<file path="src/rtl/guineveer_mbox_monitor.sv">
// guineveer_mbox_monitor
//   Passive AXI4 write snooper that decodes single-beat writes to NUM_CH
//   mailbox addresses (MBOX_BASE + i*MBOX_STRIDE). Printable bytes go to a
//   shared console char stream; 0xFF marks a channel passed, 0x01 failed.
//   Channel status is folded into sticky done/pass/fail flags.
//   Optional watchdog: define GUINEVEER_MBOX_MON_TIMEOUT_EN to enable.
//   Depths PEND_DEPTH and CHAR_DEPTH must be powers of two, >= 2.
// Ports
//   clk_i, rst_ni                 clock, async active-low reset
//   aw_valid_i/aw_ready_i/aw_addr_i      snooped AW channel
//   w_valid_i/w_ready_i/w_data_i/w_strb_i snooped W channel
//   char_valid_o/char_ready_i/char_data_o/char_chan_o  console byte stream
//   done_o, pass_o, fail_o, fail_chan_o  sticky test status
//   timeout_o                     watchdog fired (sticky)
//   overflow_o                    any FIFO dropped a beat/byte (sticky)
//   cycle_cnt_o                   saturating cycles since reset release
module guineveer_mbox_monitor #(
    parameter int                ADDR_W      = 32,
    parameter int                DATA_W      = 64,
    parameter int                NUM_CH      = 2,
    parameter logic [ADDR_W-1:0] MBOX_BASE   = 'h80f80000,
    parameter logic [ADDR_W-1:0] MBOX_STRIDE = 'h8,
    parameter int                PEND_DEPTH  = 4,
    parameter int                CHAR_DEPTH  = 16,
    parameter int                MAX_CYCLES  = 99_000_000,
    localparam int               CH_W        = (NUM_CH > 1) ? $clog2(NUM_CH) : 1
) (
    input  logic                clk_i,
    input  logic                rst_ni,
    input  logic                aw_valid_i,
    input  logic                aw_ready_i,
    input  logic [ADDR_W-1:0]   aw_addr_i,
    input  logic                w_valid_i,
    input  logic                w_ready_i,
    input  logic [DATA_W-1:0]   w_data_i,
    input  logic [DATA_W/8-1:0] w_strb_i,
    output logic                char_valid_o,
    input  logic                char_ready_i,
    output logic [7:0]          char_data_o,
    output logic [CH_W-1:0]     char_chan_o,
    output logic                done_o,
    output logic                pass_o,
    output logic                fail_o,
    output logic [CH_W-1:0]     fail_chan_o,
    output logic                timeout_o,
    output logic                overflow_o,
    output logic [31:0]         cycle_cnt_o
);
    localparam int PW = $clog2(PEND_DEPTH);
    localparam int CW = $clog2(CHAR_DEPTH);

    // Storage: W entries keep only {strb[0], data[7:0]}, all that decode needs.
    logic [ADDR_W-1:0] aw_mem_q   [PEND_DEPTH];
    logic [8:0]        w_mem_q    [PEND_DEPTH];
    logic [CH_W+7:0]   char_mem_q [CHAR_DEPTH];

    logic [PW-1:0] aw_wr_ptr_q, aw_wr_ptr_d, aw_rd_ptr_q, aw_rd_ptr_d;
    logic [PW-1:0] w_wr_ptr_q, w_wr_ptr_d, w_rd_ptr_q, w_rd_ptr_d;
    logic [PW:0]   aw_cnt_q, aw_cnt_d, w_cnt_q, w_cnt_d;
    logic [CW-1:0] char_wr_ptr_q, char_wr_ptr_d, char_rd_ptr_q, char_rd_ptr_d;
    logic [CW:0]   char_cnt_q, char_cnt_d;

    logic              cls_valid_q, cls_valid_d;
    logic [CH_W-1:0]   cls_ch_q, cls_ch_d;
    logic [7:0]        cls_byte_q, cls_byte_d;
    logic [NUM_CH-1:0] ch_pass_q, ch_pass_d, ch_fail_q, ch_fail_d;
    logic              done_q, done_d, pass_q, pass_d, fail_q, fail_d;
    logic [CH_W-1:0]   fail_chan_q, fail_chan_d;
    logic              overflow_q, overflow_d;
    logic [31:0]       cycle_cnt_q, cycle_cnt_d;
`ifdef GUINEVEER_MBOX_MON_TIMEOUT_EN
    logic              timeout_q, timeout_d;
`endif

    logic              aw_beat, w_beat, aw_empty, w_empty, aw_full, w_full;
    logic              bypass, pair_pop, aw_wr_en, w_wr_en;
    logic [ADDR_W-1:0] pair_addr;
    logic [8:0]        pair_w;
    logic              char_push, char_pop, char_full, char_wr_en;
    logic [NUM_CH-1:0] ch_oh;
    logic              unused_sink;

    assign aw_beat  = aw_valid_i & aw_ready_i;
    assign w_beat   = w_valid_i & w_ready_i;
    assign aw_empty = (aw_cnt_q == '0);
    assign w_empty  = (w_cnt_q == '0);
    assign aw_full  = (aw_cnt_q == (PW+1)'(PEND_DEPTH));
    assign w_full   = (w_cnt_q == (PW+1)'(PEND_DEPTH));

    // Same-cycle beats with nothing queued pair directly and never touch the FIFOs.
    assign bypass    = aw_beat & w_beat & aw_empty & w_empty;
    assign pair_pop  = !aw_empty & !w_empty;
    assign pair_addr = bypass ? aw_addr_i : aw_mem_q[aw_rd_ptr_q];
    assign pair_w    = bypass ? {w_strb_i[0], w_data_i[7:0]} : w_mem_q[w_rd_ptr_q];
    // A push into a full FIFO still fits when the head pops in the same cycle.
    assign aw_wr_en  = aw_beat & !bypass & (!aw_full | pair_pop);
    assign w_wr_en   = w_beat & !bypass & (!w_full | pair_pop);

    assign char_valid_o = (char_cnt_q != '0);
    assign char_pop     = char_valid_o & char_ready_i;
    assign char_full    = (char_cnt_q == (CW+1)'(CHAR_DEPTH));
    assign char_push    = cls_valid_q & (cls_byte_q >= 8'h06) & (cls_byte_q <= 8'h7E);
    assign char_wr_en   = char_push & (!char_full | char_pop);
    // Gate with valid so the outputs read 0 in reset and when empty.
    assign {char_chan_o, char_data_o} = char_valid_o ? char_mem_q[char_rd_ptr_q] : '0;
    assign ch_oh = NUM_CH'(1) << cls_ch_q;

    assign done_o      = done_q;
    assign pass_o      = pass_q;
    assign fail_o      = fail_q;
    assign fail_chan_o = fail_chan_q;
    assign overflow_o  = overflow_q;
    assign cycle_cnt_o = cycle_cnt_q;
`ifdef GUINEVEER_MBOX_MON_TIMEOUT_EN
    assign timeout_o = timeout_q;
`else
    assign timeout_o = 1'b0;
`endif
    // Only the low byte and strobe bit 0 are decoded; the rest is ignored.
    assign unused_sink = ^{w_data_i, w_strb_i, MAX_CYCLES};

    // NOTE: every always_comb output gets a default first, so no path leaves
    // a signal unassigned and no latch is inferred.
    always_comb begin
        aw_wr_ptr_d   = aw_wr_ptr_q + PW'(aw_wr_en);
        aw_rd_ptr_d   = aw_rd_ptr_q + PW'(pair_pop);
        aw_cnt_d      = aw_cnt_q + (PW+1)'(aw_wr_en) - (PW+1)'(pair_pop);
        w_wr_ptr_d    = w_wr_ptr_q + PW'(w_wr_en);
        w_rd_ptr_d    = w_rd_ptr_q + PW'(pair_pop);
        w_cnt_d       = w_cnt_q + (PW+1)'(w_wr_en) - (PW+1)'(pair_pop);
        char_wr_ptr_d = char_wr_ptr_q + CW'(char_wr_en);
        char_rd_ptr_d = char_rd_ptr_q + CW'(char_pop);
        char_cnt_d    = char_cnt_q + (CW+1)'(char_wr_en) - (CW+1)'(char_pop);
        overflow_d    = overflow_q
                      | (aw_beat & !bypass & !aw_wr_en)
                      | (w_beat & !bypass & !w_wr_en)
                      | (char_push & !char_wr_en);
        cycle_cnt_d   = (cycle_cnt_q == '1) ? cycle_cnt_q : cycle_cnt_q + 32'd1;

        // Pair stage: full-width address decode against every mailbox.
        cls_valid_d = 1'b0;
        cls_ch_d    = '0;
        cls_byte_d  = pair_w[7:0];
        for (int i = 0; i < NUM_CH; i++) begin
            if ((bypass | pair_pop) && pair_w[8] &&
                pair_addr == MBOX_BASE + ADDR_W'(i) * MBOX_STRIDE) begin
                cls_valid_d = 1'b1;
                cls_ch_d    = CH_W'(i);
            end
        end

        // Classify stage.
        ch_pass_d = ch_pass_q;
        ch_fail_d = ch_fail_q;
        if (cls_valid_q && cls_byte_q == 8'hFF) ch_pass_d = ch_pass_q | ch_oh;
        if (cls_valid_q && cls_byte_q == 8'h01) ch_fail_d = ch_fail_q | ch_oh;

        // Status stage: whichever verdict lands first freezes everything.
        done_d      = done_q;
        pass_d      = pass_q;
        fail_d      = fail_q;
        fail_chan_d = fail_chan_q;
`ifdef GUINEVEER_MBOX_MON_TIMEOUT_EN
        timeout_d   = timeout_q;
`endif
        if (!done_q) begin
            if (|ch_fail_q) begin
                done_d = 1'b1;
                fail_d = 1'b1;
                for (int i = NUM_CH - 1; i >= 0; i--) begin
                    if (ch_fail_q[i]) fail_chan_d = CH_W'(i);
                end
            end else if (&ch_pass_q) begin
                done_d = 1'b1;
                pass_d = 1'b1;
            end
`ifdef GUINEVEER_MBOX_MON_TIMEOUT_EN
            else if (cycle_cnt_q == 32'(MAX_CYCLES)) begin
                done_d      = 1'b1;
                fail_d      = 1'b1;
                timeout_d   = 1'b1;
                fail_chan_d = '0;
            end
`endif
        end
    end

    // NOTE: FIFO storage is not reset; pointers and counts define emptiness,
    // so clearing the arrays would only add reset fan-out.
    always_ff @(posedge clk_i) begin
        if (aw_wr_en)   aw_mem_q[aw_wr_ptr_q]     <= aw_addr_i;
        if (w_wr_en)    w_mem_q[w_wr_ptr_q]       <= {w_strb_i[0], w_data_i[7:0]};
        if (char_wr_en) char_mem_q[char_wr_ptr_q] <= {cls_ch_q, cls_byte_q};
    end

    // NOTE: sequential state uses non-blocking assignments only, so every
    // flop samples pre-edge values regardless of process ordering.
    always_ff @(posedge clk_i or negedge rst_ni) begin
        if (!rst_ni) begin
            aw_wr_ptr_q   <= '0;
            aw_rd_ptr_q   <= '0;
            aw_cnt_q      <= '0;
            w_wr_ptr_q    <= '0;
            w_rd_ptr_q    <= '0;
            w_cnt_q       <= '0;
            char_wr_ptr_q <= '0;
            char_rd_ptr_q <= '0;
            char_cnt_q    <= '0;
            cls_valid_q   <= 1'b0;
            cls_ch_q      <= '0;
            cls_byte_q    <= '0;
            ch_pass_q     <= '0;
            ch_fail_q     <= '0;
            done_q        <= 1'b0;
            pass_q        <= 1'b0;
            fail_q        <= 1'b0;
            fail_chan_q   <= '0;
            overflow_q    <= 1'b0;
            cycle_cnt_q   <= '0;
`ifdef GUINEVEER_MBOX_MON_TIMEOUT_EN
            timeout_q     <= 1'b0;
`endif
        end else begin
            aw_wr_ptr_q   <= aw_wr_ptr_d;
            aw_rd_ptr_q   <= aw_rd_ptr_d;
            aw_cnt_q      <= aw_cnt_d;
            w_wr_ptr_q    <= w_wr_ptr_d;
            w_rd_ptr_q    <= w_rd_ptr_d;
            w_cnt_q       <= w_cnt_d;
            char_wr_ptr_q <= char_wr_ptr_d;
            char_rd_ptr_q <= char_rd_ptr_d;
            char_cnt_q    <= char_cnt_d;
            cls_valid_q   <= cls_valid_d;
            cls_ch_q      <= cls_ch_d;
            cls_byte_q    <= cls_byte_d;
            ch_pass_q     <= ch_pass_d;
            ch_fail_q     <= ch_fail_d;
            done_q        <= done_d;
            pass_q        <= pass_d;
            fail_q        <= fail_d;
            fail_chan_q   <= fail_chan_d;
            overflow_q    <= overflow_d;
            cycle_cnt_q   <= cycle_cnt_d;
`ifdef GUINEVEER_MBOX_MON_TIMEOUT_EN
            timeout_q     <= timeout_d;
`endif
        end
    end

endmodule
</file>
<file path="config.mk">
export PLATFORM = sky130hd
export DESIGN_NAME = guineveer_mbox_monitor
export DESIGN_NICKNAME = d
export VERILOG_FILES = /design/src/rtl/guineveer_mbox_monitor.sv
export SDC_FILE = /design/constraint.sdc
export NUM_CORES = 1
export LEC_CHECK = 0
export BUFFER_PORTS_ARGS = -buffer_cell sky130_fd_sc_hd__clkbuf_2
export CAP_MARGIN = 20
export CELL_PAD_IN_SITES_DETAIL_PLACEMENT = 0
export CELL_PAD_IN_SITES_GLOBAL_PLACEMENT = 1
export CORE_ASPECT_RATIO = 0.6
export CORE_UTILIZATION = 45
export CTS_BUF_LIST = sky130_fd_sc_hd__clkbuf_4
export CTS_CLUSTER_SIZE = 8
export DETAILED_ROUTE_END_ITERATION = 6
export PLACE_DENSITY_LB_ADDON = 0.1
export SLEW_MARGIN = 20
export SYNTH_ARGS = -nofsm -noshare
export SYNTH_HDL_FRONTEND = slang
export SYNTH_SLANG_ARGS = --single-unit
</file>
<file path="constraint.sdc">
create_clock -name clk_i -period 6.64 [get_ports clk_i]
set_clock_uncertainty 0.15 [all_clocks]
set_input_delay 0.996 -clock clk_i [delete_from_list [all_inputs] [get_ports clk_i]]
set_output_delay 0.996 -clock clk_i [all_outputs]
set_load 0.05 [all_outputs]
</file>
==> results of run 1 <==
## flip-flops by register name, summed over array words and instances (netlist names), 2 cells and up
signal / cells
char_mem_q: 144
char_rd_ptr_q: 4
char_cnt_q: 5
aw_cnt_q: 3
aw_mem_q: 128
aw_wr_ptr_q: 2
aw_rd_ptr_q: 2
ch_pass_q: 2
w_rd_ptr_q: 2
ch_fail_q: 2
w_wr_ptr_q: 2
cls_byte_q: 8
cycle_cnt_o: 32
w_cnt_q: 3
w_mem_q: 36
char_wr_ptr_q: 4
## power breakdown
group	internal, mW	total (mW)	switching, mW	leakage [nW]
clock network	1.05	1.97	0.928	0.717
registers	2.96	3.37	0.416	3.76
logic	0.543	1.38	0.841	1.75
## cell families (layout without fill, tap and decap cells)
kind of cell               Yosys count  in the layout  synth area share
AOI/OAI and AO/OA                   62             62            0.0312
xor gates and xnor gates            47             47            0.0276
adders and majority gates           20             20            0.0183
buffers and inverters               47            293            0.0147
DFF                                386            386             0.750
muxes                               68             68            0.0700
other                                1              3          0.000251
and+or+nand+nor                    249            249            0.0884
## final cells by class
class	instances	area, um2	area share
inverters	21	78.8	0.00460
flip-flops and latches	386	11200	0.654
diodes	2	5.00	0.000292
repair buffers	103	547	0.0319
clock buffers	134	1010	0.0587
well taps	424	531	0.0310
multi-input cells	447	3550	0.207
clock inverters	35	211	0.0123
## placed cells by master (no fill, tap or decap), types with 9 or more instances in the layout
cell type / n
edfxtp_1: 308
clkbuf_4: 134
clkbuf_2: 93
dfrtp_1: 77
nand2_1: 62
nor2_1: 42
mux2i_1: 37
xnor2_1: 32
nand3_1: 30
clkinv_1: 30
mux4_2: 29
inv_1: 20
nor4_1: 20
nor3_1: 18
o221ai_1: 18
ha_1: 17
nand4_1: 16
xor2_1: 15
o22ai_1: 9
a211oi_1: 9
## metrics by stage
step                std cells  utilization
global route             1552        0.526
global placement         1380        0.488
floorplan                 880            -
finish                   1552        0.526
CTS                      1550        0.526
detailed placement       1380        0.488
## cell usage after synthesis (all sizes together), types with 2 or more instances
master,number,area share
nor4b,7,0.0045
inv,20,0.0050
nor2b,3,0.0013
nand2,62,0.016
a22oi,2,0.0010
a21oi,8,0.0027
and2,2,0.00084
mux2,2,0.0015
nand4,16,0.0067
mux2i,37,0.025
o22ai,9,0.0038
nor2,43,0.011
nand3,30,0.010
ha,17,0.014
or4,6,0.0030
xnor2,32,0.019
nand2b,7,0.0029
a211oi,9,0.0045
dfrtp,78,0.13
fa,3,0.0040
nand3b,3,0.0015
and4,8,0.0047
or4b,3,0.0020
buf,16,0.0070
o21bai,7,0.0035
and3,9,0.0041
mux4,29,0.044
o221ai,18,0.011
nor3,22,0.0077
edfxtp,308,0.62
clkbuf,10,0.0025
xor2,15,0.0088
or3,3,0.0013
nor4,20,0.0084
## worst max-delay path, delay by kind of cell (launching register included)
family / cells / cell delay (ns)
flip-flops: 1 / 0.66
AND/OR/NAND/NOR: 1 / 0.58
AO/OA/AOI/OAI: 3 / 1.13
buffers and inverters: 1 / 0.36
## layer usage
| metal | up-vias | part of all wire | global-route usage |
|---|---|---|---|
| met4 | 0 | 0.018 | 0.0686 |
| met2 | 196 | 0.39 | 0.249 |
| met1 | 4056 | 0.53 | 0.326 |
| li1 | 3849 | - | - |
| met3 | 52 | 0.057 | 0.0535 |
| met5 | - | 0 | 0 |
## how the worst max path moves through the flow
| stage | cells past startpoint | endpoint | slack [ns] |
|---|---|---|---|
| 2_1_floorplan | 6 | aw_mem_q[1][0]$_DFFE_PP_ | 1.89 |
| 3_3_place_gp | 5 | char_chan_o | 2.79 |
| 3_5_place_dp | 5 | char_data_o[2] | 2.78 |
| 4_1_cts | 5 | char_data_o[2] | 1.92 |
| 5_1_grt | 5 | char_data_o[2] | 1.83 |
| 6_report | 5 | char_data_o[7] | 2.02 |
## timing repair
action,in CTS,in global routing
hold buffers,1,0
endpoints found under the hold margin,3,0
setup buffers,0,0
==> flow_summary.toml, run 1 <==
[run_status]
status = "finished clean"

[logic_synthesis]
syn_area_mm2 = 0.0149
async_reset_ff_frac = 0.202
synth_cell_types = 57
syn-mean-instance-area_um2 = 17.0
ys_ff_latch = 386
ys.flop_type = "edfxtp_1"
syn_inst = 880
synth-edff-count = 308
yosysSeqAreaShare = 0.750
syn_nets = 1011
yosys_warnings = 0

[global_routing]
grt_max_degree = 76
track_usage = 0.200
grt_pass1_vias = 8231
grt_pass1_wl_mm = 49.7
grt-ovfl-total = 0
grt_antenna_before_repair = 1

[sta]
fin_hold_ws_ns = 0.322
worst_slew_pin_slew_ns = 1.09
period_minus_slack_ns = 4.62
grt_setup_unrepaired = "false"
max_slew_margin = 0.271
fin_ws_ns = 2.02
slew_viol_final = 0
setup_tns_ns = 0
setup_viol_count_final = 0
hold_viol = 0
finalCritPeriodShare = 0.696
max_freq_mhz = 216

[setup_path]
end_kind = "output pin"
cp_max_fo = 18
setup.worst_path.class = "reg -> out"
arrival_ns = 3.48
reg2reg_to = "char_mem_q[12][6]$_DFFE_PP_"
cp-start-kind = "flip-flop"
cp.required_ns = 5.49
crit_chain = "nand2b_1 -> o221ai_1 -> o22ai_1 -> a211oi_1 -> clkbuf_2"
reg2reg_from = "cls_byte_q[3]$_DFF_PN0_"
reg2reg_depth = 6
slowest_delay_ns = 0.66
startpoint = "char_rd_ptr_q[2]$_DFF_PN0_"
ff2ff_setup_slack_ns = 2.95
worst_path_max_delay_cell = "dfrtp_1"

[clock_network]
htreeDepth = 3
clk_pin_slew_worst_paths_ns = 0.06
cts_resized = 0
clock_path_buffers = 3
clockRootBuffer = "clkbuf_4"
cts_tree = "yes"
numCtsBuffers = 92
clock_latency_ns = 0.78
clock_sinks = 386

[flow_run]
cap_violations = 0

[pwr]
power.density_mw_per_mm2 = 393
vdd_ir_drop_max_uv = 225
leakagePower_nw = 6.22
p_total_mw = 6.73

[die]
core_mm2 = 0.0325
fp.dieH_um = 143
initial_core_util = 0.459
io_pins = 159
core.rowCount = 51
die-area_mm2 = 0.0340
die_x_um = 237

[route]
dr.pass1.iters = 5
drc = 0
drt_iter0_markers = 641
vias = 8153
routedWlPerCell_um = 20.8
viasPerCell = 5.25
wl_mm = 32.3
final_antenna_net_count = 0

[finish]
fin_area_mm2 = 0.0171
drive_above_1_share = 0.254
fillers = 2747
final_nets = 1182
syn_to_final_growth_pct = 14.7

[place]
place_ws_ns = 2.78
numPortBuffers = 94
hpwl_mm = 20.4
placed_cell_area_mm2 = 0.0159
gp_congestion = 0.765

[hold_path]
hold_path_depth = 1
hold_start = "pass_o$_DFFE_PN0P_"
holdPathEnd = "pass_o$_DFFE_PN0P_"
hold_class = "reg -> reg"
(Power assumes the default switching activity.)
==> run 2: changes to the inputs <==
==> constraint.sdc (replaced) <==
create_clock -name clk_i -period 4.52 [get_ports clk_i]
set_clock_uncertainty 0.15 [all_clocks]
set_input_delay 0.678 -clock clk_i [delete_from_list [all_inputs] [get_ports clk_i]]
set_output_delay 0.678 -clock clk_i [all_outputs]
set_load 0.05 [all_outputs]
==> flow_summary.toml, run 2 (synthesis gave the netlist of run 1 again) <==
[sta]
max_freq_mhz = 244
setup_tns_ns = 0
period_minus_slack_ns = 4.10
slew_viol_final = 0
setup_viol_count_final = 0
finalCritPeriodShare = 0.907
hold_viol = 0
worst_slew_pin_slew_ns = 1.00
fin_ws_ns = 0.419
grt_setup_unrepaired = "false"
max_slew_margin = 0.330

[finish]
final_nets = 1236
layout_common_cells = "edfxtp_1 (308), clkbuf_4 (140), clkbuf_2 (93)"
syn_to_final_growth_pct = 17.7
fin_area_mm2 = 0.0176
top_regs = "char_mem_q (144), aw_mem_q (128), w_mem_q (36)"
largest-register = "char_mem_q"
final_common_cell = "edfxtp_1"
fin_util = 0.540
largest_reg_flops = 144
drive_above_1_share = 0.262

[global_routing]
grt_max_degree = 52
grt-ovfl-total = 0
grt_antenna_before_repair = 1
grt_pass1_wl_mm = 51.0
grt_pass1_vias = 8506
track_usage = 0.204

[flow_run]
cap_violations = 0

[route]
drt_iter0_markers = 518
drc = 0
wl_mm = 33.0
viasPerCell = 5.20
dr.pass1.iters = 5
final_antenna_net_count = 0
vias = 8344
routedWlPerCell_um = 20.5

[place]
numPortBuffers = 94
hpwl_mm = 21.0
place_ws_ns = 0.890
gp_congestion = 0.762
placed_cell_area_mm2 = 0.0160

[setup_path]
critPathBufInv = 2
reg2reg_to = "char_cnt_q[4]$_DFF_PN0_"
endpoint = "char_chan_o"
setup.worst_path.class = "reg -> out"
cp-start-kind = "flip-flop"
cp_num_cells = 6
reg2reg_from = "cls_byte_q[3]$_DFF_PN0_"
cpLargestDelayFamily = "flip-flops"
reg2reg_depth = 13
end_kind = "output pin"
worst_path_max_delay_cell = "dfrtp_4"
slowest_delay_ns = 0.88
crit_chain = "buf_4 -> mux2i_1 -> o221ai_1 -> nand2_1 -> a211oi_1 -> clkbuf_2"
ff2ff_setup_slack_ns = 0.91
cp.required_ns = 3.69
cp_max_fo = 38
arrival_ns = 3.27
startpoint = "char_rd_ptr_q[0]$_DFF_PN0_"

[clock_network]
cts_tree = "yes"
postCtsSetupBuffers = 0
numCtsBuffers = 92
htreeDepth = 3
clockRootBuffer = "clkbuf_4"
clock_path_buffers = 3
clock_sinks = 386
clk_pin_slew_worst_paths_ns = 0.07
clock_latency_ns = 0.77

[hold_path]
hold_class = "in -> reg"
hold_path_depth = 1

[die]
die_x_um = 237
fp.dieH_um = 143
io_pins = 159
die-area_mm2 = 0.0340
core_mm2 = 0.0325
core.rowCount = 51
initial_core_util = 0.459

[pwr]
power.density_mw_per_mm2 = 559
vdd_ir_drop_max_uv = 301
p_total_mw = 9.82
leakagePower_nw = 6.45

[run_status]
status = "finished clean"
run 2: cell count changes in the layout (fill, tap and decap cells not counted), sizes merged, moves of 3 or more:
cell | previous run | this run
clkinv | 31 | 27
dlygate4sd3 | 1 | 38
bufinv | 3 | 0
clkbuf | 227 | 233
buf | 9 | 26
run 2: power by group:
group / switching [mW] / internal (mW)
logic: 1.36 / 0.849
clock network: 1.36 / 1.42
registers: 0.497 / 4.34
total: 3.21 / 6.61
run 2: area by class of cell:
| cell class | instances | area (um2) |
|---|---|---|
| diodes | 1 | 2.50 |
| clock buffers | 140 | 1050 |
| clock inverters | 30 | 120 |
| fillers | 2692 | 15000 |
| inverters | 21 | 78.8 |
| multi-input cells | 447 | 3540 |
| flip-flops and latches | 386 | 11200 |
| well taps | 424 | 531 |
| repair buffers | 157 | 1050 |
run 2: how the worst min path moves through the flow:
stage | slack [ns] | start | to
final | 0.09 | aw_addr_i[16] | aw_mem_q[1][16]$_DFFE_PP_
after floorplan | 0.23 | rst_ni | aw_cnt_q[0]$_DFF_PN0_
after detailed placement | 0.31 | pass_o$_DFFE_PN0P_ | pass_o$_DFFE_PN0P_
after global routing | 0.02 | aw_addr_i[18] | aw_mem_q[2][18]$_DFFE_PP_
after CTS | 0.005 | aw_addr_i[16] | aw_mem_q[1][16]$_DFFE_PP_
after global placement | 0.31 | pass_o$_DFFE_PN0P_ | pass_o$_DFFE_PN0P_
run 2: worst register-to-register path: stages, from the launching register on:
cell and delay, ns:
dfrtp_1 0.86, or4_1 0.23, nor2_1 0.05, a2111oi_1 0.46, and2_1 0.30, inv_1 0.10
ha_1 0.28, inv_1 0.04, ha_1 0.20, fa_1 0.41, a21oi_1 0.17, nor2_1 0.05
nor2_1 0.12, xnor2_1 0.12
run 2: what timing repair did:
| action | in CTS | in global routing |
|---|---|---|
| resized for setup | 0 | 1 |
| hold endpoints to repair | 202 | 0 |
| endpoints found under the setup margin | 0 | 2 |
| hold buffers | 38 | 0 |
run 2: per-stage QoR:
| step | cells | hold WS, ns |
|---|---|---|
| detailed placement | 1397 | 0.314 |
| floorplan | 880 | 0.232 |
| global route | 1606 | 0.0196 |
| finish | 1606 | 0.0876 |
| CTS | 1605 | 0.00454 |
| global placement | 1397 | 0.313 |
run 2: layer usage:
metal | GRT usage | part of all wire | up-vias
met5 | 0 | 0 | -
met4 | 0.0666 | 0.015 | 0
met3 | 0.0539 | 0.050 | 43
met2 | 0.273 | 0.42 | 174
met1 | 0.320 | 0.52 | 4158
li1 | - | - | 3969
==> run 3: changes to the inputs <==
--- a/config.mk
+++ b/config.mk
@@ -5,6 +5,7 @@
 export SDC_FILE = /design/constraint.sdc
 export NUM_CORES = 1
 export LEC_CHECK = 0
+export ABC_AREA = 1
 export BUFFER_PORTS_ARGS = -buffer_cell sky130_fd_sc_hd__clkbuf_2
 export CAP_MARGIN = 20
 export CELL_PAD_IN_SITES_DETAIL_PLACEMENT = 0
==> constraint.sdc (replaced) <==
create_clock -name clk_i -period 5.05 [get_ports clk_i]
set_clock_uncertainty 0.15 [all_clocks]
set_input_delay 0.7575 -clock clk_i [delete_from_list [all_inputs] [get_ports clk_i]]
set_output_delay 0.7575 -clock clk_i [all_outputs]
set_load 0.05 [all_outputs]
==> flow_summary.toml, run 3 <==
[run_status]
status = "finished clean"

[setup_path]
reg2reg_depth = 16
arrival_ns = 3.15
ff2ff_setup_slack_ns = 1.70
cp_common_cell = "nand2_1"
cp-start-kind = "flip-flop"
end_kind = "output pin"
slowest_delay_ns = 0.71
cp_max_fo = 18
setup.worst_path.class = "reg -> out"
reg2reg_from = "char_cnt_q[2]$_DFF_PN0_"
worst_path_max_delay_cell = "dfrtp_1"
crit_chain = "nand2_1 -> o211ai_1 -> nand2_1 -> nor2_1 -> clkbuf_2"
reg2reg_to = "char_cnt_q[4]$_DFF_PN0_"
cp.required_ns = 4.14

[route]
final_antenna_net_count = 0
routedWlPerCell_um = 17.9
dr.pass1.iters = 5
wl_mm = 35.6
viasPerCell = 4.99
drc = 0
drt_iter0_markers = 703
vias = 9942

[clock_network]
clock_latency_ns = 0.77
clk_pin_slew_worst_paths_ns = 0.07
cts_resized = 0
clock_path_buffers = 3
cts_tree = "yes"
numCtsBuffers = 89
clock_sinks = 386
clockRootBuffer = "clkbuf_4"
htreeDepth = 3

[logic_synthesis]
synth_common_cells = "edfxtp_1 (308), nand2_1 (226), nor2_1 (157), inv_1 (81), dfrtp_1 (78)"
syn-mean-instance-area_um2 = 12.5
ys.flop_type = "edfxtp_1"
synth_most_common_cell = "edfxtp_1"
synth_top_area_share = 0.582
syn_area_mm2 = 0.0159
yosysSeqAreaShare = 0.705
ys_ff_latch = 386
async_reset_ff_frac = 0.202
synth-edff-count = 308
yosys-top-cells-area = "edfxtp_1 (58%), dfrtp_1 (12%), nand2_1 (5.3%)"
yosys_warnings = 0
syn_inst = 1269
yosysTopAreaCell = "edfxtp_1"
synth_cell_types = 49
syn_nets = 1400

[finish]
top_regs = "char_mem_q (144), aw_mem_q (128), w_mem_q (36)"
fin_area_mm2 = 0.0183
drive_above_1_share = 0.221
final_common_cell = "edfxtp_1"
multi_input_area_mm2 = 0.00420
seq_area_mm2 = 0.0112
layout_common_cells = "edfxtp_1 (308), nand2_1 (226), nor2_1 (157)"
fin_util = 0.535
final_nets = 1587
largest-register = "char_mem_q"
fillers = 3033
syn_to_final_growth_pct = 15.1
largest_reg_flops = 144

[pwr]
power.density_mw_per_mm2 = 499
leakagePower_nw = 7.28
vdd_ir_drop_max_uv = 294

[die]
die-area_mm2 = 0.0361
die_x_um = 245
fp.dieH_um = 148
core.rowCount = 52
core_mm2 = 0.0342
initial_core_util = 0.464
io_pins = 159

[place]
hpwl_mm = 22.8
placed_cell_area_mm2 = 0.0170
gp_congestion = 0.796
numPortBuffers = 94
place_ws_ns = 1.76

[sta]
fin_ws_ns = 0.991
setup_tns_ns = 0
hold_viol = 0
worst_slew_pin_slew_ns = 1.00
setup_viol_count_final = 0
max_freq_mhz = 246
grt_setup_unrepaired = "false"
fin_hold_ws_ns = 0.0822
finalCritPeriodShare = 0.804
period_minus_slack_ns = 4.06
slew_viol_final = 0
max_slew_margin = 0.331

[global_routing]
grt_pass1_wl_mm = 55.4
grt_antenna_before_repair = 2
grt-ovfl-total = 0
track_usage = 0.203
grt_max_degree = 74
grt_pass1_vias = 9674

[hold_path]
hold_class = "in -> reg"
holdPathEnd = "aw_mem_q[2][15]$_DFFE_PP_"
hold_start = "aw_addr_i[15]"
hold_path_depth = 1

[flow_run]
cap_violations = 0
run 3: changes by cell type after synthesis, moves of 10 or more:
cell and delta:
a21oi_1 +27, buf_2 +13, inv_1 +61, mux4_2 -29, nand2_1 +164, nand3_1 +11
nand3_2 +19, nor2_1 +114, nor3_1 +24, nor3_2 +10, nor4_1 -16, o21ai_0 +41
xnor2_1 -29
run 3: how the worst max path moves through the flow:
stage	from	end	slack [ns]	depth (start not counted)
2_1_floorplan	w_valid_i	aw_mem_q[0][0]$_DFFE_PP_	0.93	7
3_3_place_gp	char_rd_ptr_q[1]$_DFF_PN0_	char_data_o[4]	1.78	5
3_5_place_dp	char_rd_ptr_q[2]$_DFF_PN0_	char_chan_o	1.76	5
4_1_cts	char_rd_ptr_q[0]$_DFF_PN0_	char_data_o[6]	0.89	8
5_1_grt	char_rd_ptr_q[1]$_DFF_PN0_	char_data_o[4]	0.71	8
6_report	char_rd_ptr_q[2]$_DFF_PN0_	char_data_o[6]	0.99	5
run 3: worst max-delay path: cells and delay by family (launching register included):
| family | cells | cell delay [ns] |
|---|---|---|
| AO/OA/AOI/OAI | 1 | 0.55 |
| AND/OR/NAND/NOR | 3 | 0.83 |
| buffers and inverters | 1 | 0.28 |
| flip-flops | 1 | 0.71 |
run 3: per-layer routing:
metal | up-vias | share of wire | routed length (um) | GRT usage
met2 | 254 | 0.41 | 14700 | 0.275
met5 | - | 0 | 0 | 0
met3 | 51 | 0.063 | 2230 | 0.0572
met1 | 4722 | 0.51 | 18300 | 0.318
li1 | 4915 | - | - | -
met4 | 0 | 0.013 | 459 | 0.0503
run 3: through the flow:
| step | total power [mW] | std cells |
|---|---|---|
| final | 9.13 | 1993 |
| after global routing | 9.68 | 1993 |
| after CTS | 9.24 | 1989 |
| after detailed placement | 6.63 | 1814 |
| after global placement | 6.58 | 1814 |
| after floorplan | 5.84 | 1269 |
run 3: final cells by class:
type                            instances  share of cell area
Tap cell                              459              0.0314
Clock inverter                         23             0.00698
Clock buffer                          143              0.0587
Timing Repair Buffer                  129              0.0416
Inverter                               92              0.0189
Antenna cell                            3            0.000410
Multi-Input combinational cell        758               0.230
Sequential cell                       386               0.612
run 3: where the power goes:
group	internal, mW	switching (mW)
clock	1.34	1.24
sequential	3.89	0.428
combinational	0.675	1.55
total	5.91	3.22
run 3: logic make-up (layout without fill, tap and decap cells):
| logic type | count (synthesis) | after routing | share of synthesized area |
|---|---|---|---|
| buffers and inverters | 125 | 387 | 0.0333 |
| xor gates and xnor gates | 26 | 26 | 0.0143 |
| AOI/OAI and AO/OA | 134 | 134 | 0.0507 |
| adders and majority gates | 20 | 20 | 0.0172 |
| and+or+nand+nor | 549 | 549 | 0.162 |
| muxes | 28 | 28 | 0.0176 |
| other | 1 | 4 | 0.000236 |
| DFF | 386 | 386 | 0.705 |
run 3: timing repair:
item,CTS,global route
hold buffers,9,1
endpoints found under the hold margin,72,1
buffers inserted,0,0
